[src/rtl/mmio_interconnect.sv]
// Registered MMIO interconnect: decodes CPU accesses by addr[31:28] and runs a
// request/ready handshake with the selected slave, with timeout and unmapped-address errors.
module mmio_interconnect #(
  parameter int                      N_SLAVES   = 7,
  parameter logic [4*N_SLAVES-1:0]   SLAVE_BASE = {4'hf, 4'he, 4'hd, 4'hc, 4'h2, 4'h1, 4'h0},
  parameter int                      TIMEOUT    = 16,
  parameter logic [31:0]             ERR_DATA   = 32'h0
) (
  input  logic                     clk,
  input  logic                     rst_n,
  input  logic                     cpu_req,
  input  logic                     cpu_we,
  input  logic [31:0]              cpu_addr,
  input  logic [31:0]              cpu_wdata,
  output logic [31:0]              cpu_rdata,
  output logic                     cpu_ready,
  output logic                     cpu_err,
  output logic [N_SLAVES-1:0]      s_sel,
  output logic                     s_we,
  output logic [31:0]              s_addr,
  output logic [31:0]              s_wdata,
  input  logic [32*N_SLAVES-1:0]   s_rdata,
  input  logic [N_SLAVES-1:0]      s_ready
);

  localparam int CW = (TIMEOUT > 0) ? $clog2(TIMEOUT + 1) : 1;
  localparam logic [CW-1:0] CNT_LIMIT = CW'(TIMEOUT);
  localparam logic [CW-1:0] CNT_MAX   = '1;

  localparam logic [1:0] ST_IDLE   = 2'd0;
  localparam logic [1:0] ST_ACCESS = 2'd1;
  localparam logic [1:0] ST_RESP   = 2'd2;

  logic [1:0]          state_q,     state_d;
  logic                cpu_ready_q, cpu_ready_d;
  logic                cpu_err_q,   cpu_err_d;
  logic [31:0]         cpu_rdata_q, cpu_rdata_d;
  logic [N_SLAVES-1:0] s_sel_q,     s_sel_d;
  logic                s_we_q,      s_we_d;
  logic [31:0]         s_addr_q,    s_addr_d;
  logic [31:0]         s_wdata_q,   s_wdata_d;
  logic [CW-1:0]       cnt_q,       cnt_d;

  logic [N_SLAVES-1:0] hit_vec;
  logic [31:0]         sel_rdata;
  logic                sel_ready;

  // Descending scan so that the lowest matching index is written last and wins.
  always_comb begin
    hit_vec = '0;
    for (int i = N_SLAVES - 1; i >= 0; i--) begin
      if (cpu_addr[31:28] == SLAVE_BASE[4*i +: 4]) begin
        hit_vec    = '0;
        hit_vec[i] = 1'b1;
      end
    end
  end

  always_comb begin
    sel_rdata = '0;
    for (int i = 0; i < N_SLAVES; i++) begin
      if (s_sel_q[i]) begin
        sel_rdata = sel_rdata | s_rdata[32*i +: 32];
      end
    end
  end

  assign sel_ready = |(s_ready & s_sel_q);

  always_comb begin
    state_d     = state_q;
    cpu_ready_d = 1'b0;
    cpu_err_d   = 1'b0;
    cpu_rdata_d = cpu_rdata_q;
    s_sel_d     = s_sel_q;
    s_we_d      = s_we_q;
    s_addr_d    = s_addr_q;
    s_wdata_d   = s_wdata_q;
    cnt_d       = cnt_q;

    case (state_q)
      ST_IDLE: begin
        if (cpu_req) begin
          s_addr_d  = cpu_addr;
          s_wdata_d = cpu_wdata;
          cnt_d     = '0;
          if (|hit_vec) begin
            state_d = ST_ACCESS;
            s_sel_d = hit_vec;
            s_we_d  = cpu_we;
          end else begin
            state_d     = ST_RESP;
            cpu_ready_d = 1'b1;
            cpu_err_d   = 1'b1;
            cpu_rdata_d = ERR_DATA;
            s_sel_d     = '0;
            s_we_d      = 1'b0;
          end
        end
      end

      ST_ACCESS: begin
        // A slave answer in the same cycle as the timeout still completes normally.
        if (sel_ready) begin
          state_d     = ST_RESP;
          cpu_ready_d = 1'b1;
          s_sel_d     = '0;
          s_we_d      = 1'b0;
          if (!s_we_q) begin
            cpu_rdata_d = sel_rdata;
          end
        end else if ((TIMEOUT != 0) && (cnt_q == CNT_LIMIT)) begin
          state_d     = ST_RESP;
          cpu_ready_d = 1'b1;
          cpu_err_d   = 1'b1;
          cpu_rdata_d = ERR_DATA;
          s_sel_d     = '0;
          s_we_d      = 1'b0;
        end else if (cnt_q != CNT_MAX) begin
          cnt_d = cnt_q + 1'b1;
        end
      end

      ST_RESP: begin
        state_d = ST_IDLE;
      end

      default: begin
        state_d = ST_IDLE;
        s_sel_d = '0;
        s_we_d  = 1'b0;
      end
    endcase
  end

  always_ff @(posedge clk) begin
    if (!rst_n) begin
      state_q     <= ST_IDLE;
      cpu_ready_q <= 1'b0;
      cpu_err_q   <= 1'b0;
      cpu_rdata_q <= '0;
      s_sel_q     <= '0;
      s_we_q      <= 1'b0;
      s_addr_q    <= '0;
      s_wdata_q   <= '0;
      cnt_q       <= '0;
    end else begin
      state_q     <= state_d;
      cpu_ready_q <= cpu_ready_d;
      cpu_err_q   <= cpu_err_d;
      cpu_rdata_q <= cpu_rdata_d;
      s_sel_q     <= s_sel_d;
      s_we_q      <= s_we_d;
      s_addr_q    <= s_addr_d;
      s_wdata_q   <= s_wdata_d;
      cnt_q       <= cnt_d;
    end
  end

  assign cpu_ready = cpu_ready_q;
  assign cpu_err   = cpu_err_q;
  assign cpu_rdata = cpu_rdata_q;
  assign s_sel     = s_sel_q;
  assign s_we      = s_we_q;
  assign s_addr    = s_addr_q;
  assign s_wdata   = s_wdata_q;

endmodule
[config.mk]
export PLATFORM = sky130hd
export DESIGN_NAME = mmio_interconnect
export DESIGN_NICKNAME = d
export VERILOG_FILES = /design/src/rtl/mmio_interconnect.sv
export SDC_FILE = /design/constraint.sdc
export NUM_CORES = 1
export LEC_CHECK = 0
export ABC_AREA = 1
export BUFFER_PORTS_ARGS = -buffer_cell sky130_fd_sc_hd__buf_4
export CELL_PAD_IN_SITES_DETAIL_PLACEMENT = 0
export CELL_PAD_IN_SITES_GLOBAL_PLACEMENT = 1
export CORE_MARGIN = 4
export CORE_UTILIZATION = 27
export CTS_CLUSTER_SIZE = 10
export DETAILED_ROUTE_END_ITERATION = 6
export HOLD_SLACK_MARGIN = 0.06
export PLACE_DENSITY_LB_ADDON = 0.1
export SYNTH_ARGS = -nofsm -noshare
export SYNTH_HDL_FRONTEND = slang
export SYNTH_SLANG_ARGS = --single-unit
[constraint.sdc]
create_clock -name clk -period 1.6 [get_ports clk]
set_input_delay 0.24 -clock clk [delete_from_list [all_inputs] [get_ports clk]]
set_output_delay 0.24 -clock clk [all_outputs]
set_load 0.05 [all_outputs]
# After elaboration in Yosys (flattened, before gate mapping)
# Cells that the tools add are included.
word_totals:
  ff_bits: 113
  input_bits: 299
  output_inout_bits: 106
  elab_cells: 92
op_classes:
  n_addsub: 1
  eq_ne: 17
  mux: 47
  bitwise_logic: 8
  n_reduce_logical: 10
op_table:
  columns: ["op", "count"]
  rows:
  - ["two-way mux 32 bit", 12]
  - ["OR 32 bit", 6]
  - ["two-way mux 7 bit", 11]
  - ["one-hot mux 32 bit (2 select lines)", 1]
  - ["one-hot mux 7 bit (3 select lines)", 1]
  - ["two-way mux 5 bit", 4]
  - ["== test 4 bit, second input constant", 4]
  - ["OR reduction 7 bit", 2]
  - ["inequality test 2 bit, second input constant", 5]
  - ["one-hot mux 5 bit (2 select lines)", 1]
  - ["AND reduction 5 bit", 2]
  - ["two-way mux 1 bit", 9]
  - ["two-way mux 2 bit", 4]
  - ["AND 7 bit", 1]
  - ["inequality test 3 bit, second input constant", 2]
  - ["adder 5 x 1 -> 5 bit, second input constant", 1]
  - ["== test 5 bit, second input constant", 1]
  - ["inequality test 5 bit, second input constant", 1]
  - ["== test 4 x 1 -> 1 bit, second input constant", 1]
  - ["== test 4 x 2 -> 1 bit, second input constant", 1]
  - ["logical NOT 4 bit", 1]
  - ["one-hot mux 1 bit (2 select lines)", 2]
  - ["one-hot mux 2 bit (2 select lines)", 1]
  - ["AND reduction 2 bit", 2]
  - ["7 further kinds", 7]

# Logic depth before layout (Yosys ltp)
depth:
  depth_word: 16
  depth_mapped: 13
  depth_no_buf: 10

# Worst setup path before layout
# Ideal clock, no wire load.
synth_path:
  path_type: "register -> register"
  startpoint: "reg s_sel_q[4], in the netlist s_sel[4]"
  endpoint: "reg cpu_rdata_q[2], in the netlist cpu_rdata[2]"
  setup_time_ns: 0.113
  t_arrival_ns: 1.748
  required_ns: 1.487
  slack_ns: -0.261
  stages_incl_launch_ff: 13
  n_path_buf: 3
  period_less_slack_ns: 1.861
  path_cell_list: "dfxtp_1 > buf_2 > nand2_1 > nand2_2 > nor2_4 > nand2_2 > nand3_2 > nand2_4 > nor2_4 > buf_6 > buf_12 > nor2_2 > nor2_2"
synth_via:
  elab_chain_cells: 8
  word_cells_on_any_way: 13
  cone_classes: "2 x eq/ne; 6 x mux; 3 x bitwise; 2 x reduce/logical"
synth_lines:
  columns: ["element", "line", "source"]
  rows:
  - ["start, declared", "38", "logic [N_SLAVES-1:0] s_sel_q, s_sel_d;"]
  - ["start signal, assigned", "152", "s_sel_q <= s_sel_d;"]
  - ["two-way mux 32 bit", "62", "if (s_sel_q[i]) begin"]
  - ["OR 32 bit", "63", "sel_rdata = sel_rdata | s_rdata[32*i +: 32];"]
  - ["two-way mux 32 bit", "62", null]
  - ["OR 32 bit", "63", null]
  - ["two-way mux 32 bit", "62", null]
  - ["two-way mux 32 bit", "109", "if (!s_we_q) begin"]
  - ["two-way mux 32 bit", "104", "if (sel_ready) begin"]
  - ["one-hot mux 32 bit (2 select lines)", "81", "case (state_q)"]
  - ["end signal, assigned", "151", "cpu_rdata_q <= cpu_rdata_d;"]
  - ["end, declared", "37", "logic [31:0] cpu_rdata_q, cpu_rdata_d;"]
# Parallel ways exist; a longest one is shown, timed or not. The select of a mux whose other input is x is not followed.
# A chain may end at the register's enable or synchronous reset.

# Final worst setup path
layout_path:
  startpoint: "reg cnt_q[0]"
  endpoint: "reg cpu_rdata_q[20], in the netlist cpu_rdata[20]"
layout_via:
  elab_chain_cells: 3
layout_lines:
  columns: ["element", "line", "source"]
  rows:
  - ["start, declared", "42", "logic [CW-1:0] cnt_q, cnt_d;"]
  - ["start signal, assigned", "156", "cnt_q <= cnt_d;"]
  - ["== test 5 bit", "112", "end else if ((TIMEOUT != 0) && (cnt_q == CNT_LIMIT)) begin"]
  - ["inequality test 3 bit (no line)", null, null]
  - ["AND reduction 5 bit (no line)", null, null]
# No other way between the ends.

==> results.sh <==
export IMPL_outcome="finished, violations left"
export IMPL_violations="setup timing"
export IMPL_critPathLaunchType="flip-flop"
export IMPL_clk_latency_ns=0.42
export IMPL_routabilityCongestion=0.874
export IMPL_cts_buffer_depth=2
export IMPL_fp_row_count=54
export IMPL_use_met3_pct=6.97
export IMPL_cts_reportedPaths_clkPinSlew_ns=0.06
export IMPL_setup_slack_ns=-0.00612
export IMPL_drt_iter0_drc=419
export IMPL_cts_max_level=4
export IMPL_setup_worst_path_end="cpu_rdata[20]$_SDFFE_PN0P_"
export IMPL_fin_crit_ns=1.61
export IMPL_wirelength_um=29600
export IMPL_ir_drop_mv=0.687
export IMPL_grt_overflow_total=0
export IMPL_setup_viol=2
export IMPL_synthFlopType="dfxtp_1"
export IMPL_synth_common_cells="328 x nand2_1, 193 x nor2_1, 113 x dfxtp_1"
export IMPL_track_usage_pct=22.7
export IMPL_leakagePower_uw=0.00537
export IMPL_die_area_um2=24600
export IMPL_critPathSlowestCell="dfxtp_2"
export IMPL_critPathRequiredTime_ns=1.91
export IMPL_fin_worst_hold_slack_ns=0.0747
export IMPL_crit_family="simple AND/OR/NAND/NOR gates"
export IMPL_synth_seq_area_share_pct=37.9
export IMPL_antenna_found_initial=1
export IMPL_syn_inst=957
export IMPL_seq_power_share_pct=27.5
export IMPL_clock_sinks=113
export IMPL_power_frac_comb_pct=39.2
export IMPL_crit_path_frequent_cell="nand2_1"
export IMPL_cts_buffers=17
export IMPL_power_density_nw_per_um2=1120
export IMPL_met1_usage_pct=27.1
export IMPL_ys_types=28
export IMPL_criticalPathCategory="reg -> reg"
export IMPL_switching_power_uw=4630
export IMPL_synth_edf_count=0
export IMPL_synth_area_um2=5970
export IMPL_grt_pass1_vias=7760
export IMPL_top_usage_layer="met2"
export IMPL_worst_pin_slew_ns=0.383
export IMPL_worstPathArrival_ns=1.92
export IMPL_yosysMostFrequentCell="nand2_1"
export IMPL_reg2reg_depth=11
export IMPL_io_pins=405
export IMPL_routedWlPerCell_um=17.2
export IMPL_dpl_instance_area_um2=9430
export IMPL_maxCapViolCount=0
export IMPL_drive_above_1_share_pct=38.8
export IMPL_fin_area_um2=11000
export IMPL_worstSetupEndpointType="flip-flop"
export IMPL_p_int_uw=7670
export IMPL_vias_per_cell=4.61
export IMPL_route_detailed_drc=0
export IMPL_r2r_slack_ns=-0.006
export IMPL_avgSynthCellArea_um2=6.24
export IMPL_start_util_pct=27.4
export IMPL_synth_nets=1259
export IMPL_synth_warnings=0
export IMPL_rsz0062_at_grt="true"
export IMPL_numPortBuffers=404
export IMPL_grt_max_degree=69
export IMPL_detail_route_antenna_nets=0
export IMPL_synth_area_leader_cell="dfxtp_1"
export IMPL_synth_top_area_share_pct=37.9
export IMPL_crit_fanout=7
export IMPL_synthTopCellsByArea="dfxtp_1 38%, nand2_1 21%, nor2_1 12%"
export IMPL_critPathBufInv=3
export IMPL_die_h_um=157
export IMPL_crit_start="cnt_q[0]$_SDFFE_PN0P_"
export IMPL_p_clk_share_pct=33.2
export IMPL_crit_cells=11
export IMPL_stdcell_count=1718
export IMPL_die_w_um=157
export IMPL_via_count=7912
export IMPL_cpPeakStageDelay_ns=0.33
export IMPL_n_fill_cell=2257
export IMPL_r2r_start="cnt_q[0]$_SDFFE_PN0P_"
export IMPL_use_met2_pct=38.6
export IMPL_fin_nets=1727
export IMPL_hold_class="in -> reg"
export IMPL_dpl_hpwl_um=21400
export IMPL_hold_violations=0
export IMPL_clock_skew_ns=0.0158
export IMPL_synthArstFlopShare_pct=0
export IMPL_cts_tree="done"
export IMPL_finalCritPeriodShare_pct=100
export IMPL_grt_pass1_wl_um=43500
export IMPL_relSlewSlack_pct=74.2
export IMPL_synthToLayoutAreaGrowth_pct=84.1
export IMPL_first_pass_iters=6
export IMPL_dpl_worst_slack_ns=-0.109
export IMPL_rr_endpoint="cpu_rdata[20]$_SDFFE_PN0P_"
export IMPL_root_buffer="clkbuf_16"
export IMPL_crit_chain="inv_2 -> ha_4 -> nand3_4 -> nand4_1 -> nand2_2 -> nor2_4 -> buf_6 -> clkbuf_16 -> nand2_1 -> nand2_1 -> nor2_1"
export IMPL_slew_viol_final=0
export IMPL_switching_share_pct=37.7
export IMPL_fmax_mhz=623
export IMPL_core_area_um2=21800
export IMPL_dp_cells=1614
export IMPL_ys_ff_latch=113
## power by group through the flow
stage	clock network (µW)	registers [µW]	logic, µW
after detailed placement	0	3430	4400
final	4090	3390	4830
after floorplan	0	4570	1520
after global placement	0	3420	4390
after global routing	4330	3440	5180
after CTS	4170	3380	4690
## cell families after synthesis
group | synth area share, %
adders and majority gates | 0.628
and+or+nand+nor | 44.0
buffers and inverters | 7.60
AOI/OAI and AO/OA | 9.78
DFF | 37.9
xor gates and xnor gates | 0.147
## state kept, by name, summed over array words and instances, names as in the netlist
register / count
s_we: 1
s_addr: 32
cpu_ready: 1
s_wdata: 32
cnt_q: 5
s_sel: 7
state_q: 2
cpu_rdata: 32
cpu_err: 1
## cell usage in the layout, fill, tap and decap left out, types with 2 or more instances in the layout
cell type	n
a21oi_1	16
a21oi_2	2
buf_12	8
buf_16	3
buf_4	433
buf_6	6
bufinv_16	4
clkbuf_16	20
clkinv_4	2
clkinvlp_4	2
dfxtp_1	104
dfxtp_2	2
dfxtp_4	7
dlygate4sd3_1	58
ha_1	2
inv_1	21
inv_2	7
inv_4	2
inv_6	5
nand2_1	317
nand2_2	17
nand2_4	3
nand3_1	41
nand3_2	3
nand4_1	31
nor2_1	185
nor2_2	19
nor2_4	8
nor3_1	5
nor3b_1	3
o21ai_0	84
o21ai_1	7
o31ai_1	4
## per-layer routing
metal  routed length [µm]  share of wire (%)
met3                 2540                8.6
met2                14600                 49
met4                  694                2.3
met1                11800                 40
met5                    0                  0
## through the flow
step / setup TNS (ns) / total power [µW] / util, %
6_report: -0.0112 / 12300 / 50.4
5_1_grt: -1.84 / 12900 / 50.4
4_1_cts: 0 / 12200 / 49.4
3_5_place_dp: -2.59 / 7830 / 43.2
3_3_place_gp: 0 / 7810 / 43.2
2_1_floorplan: 0 / 6090 / -
## repair_timing
item                                    4_1_cts  5_1_grt
endpoints found under the hold margin        58        0
gates resized for setup                       9       42
gates cloned                                  3        4
setup buffers                                 5        3
endpoints found under the setup margin       32       45
hold buffers                                 58        0
pin swaps                                     3       17
## worst min path at each step
| stage | start | cells past startpoint | endpoint | slack [ns] |
|---|---|---|---|---|
| floorplan | cpu_wdata[15] | 2 | s_wdata[15]$_SDFFE_PN0P_ | 0.37 |
| global placement | cpu_addr[13] | 3 | s_addr[13]$_SDFFE_PN0P_ | 0.46 |
| detailed placement | cpu_wdata[21] | 3 | s_wdata[21]$_SDFFE_PN0P_ | 0.47 |
| CTS | cpu_addr[31] | 3 | s_addr[31]$_SDFFE_PN0P_ | 0.07 |
| global route | cpu_wdata[17] | 3 | s_wdata[17]$_SDFFE_PN0P_ | 0.06 |
| finish | cpu_addr[21] | 3 | s_addr[21]$_SDFFE_PN0P_ | 0.07 |
## cell type report
type,count,area [µm²],area share (%)
diodes,1,2.50,0.0228
multi-input cells,751,3380,30.7
inverters,30,115,1.05
clock inverters,14,203,1.84
flip-flops and latches,113,2290,20.8
repair buffers,512,4230,38.5
clock buffers,17,425,3.87
well taps,280,350,3.19
## tightest hold or removal path: cells and delay by family
kind          cells  cell delay, ns
buf+inv           1            0.08
simple gates      2            0.14
(Power assumes the default switching activity.)
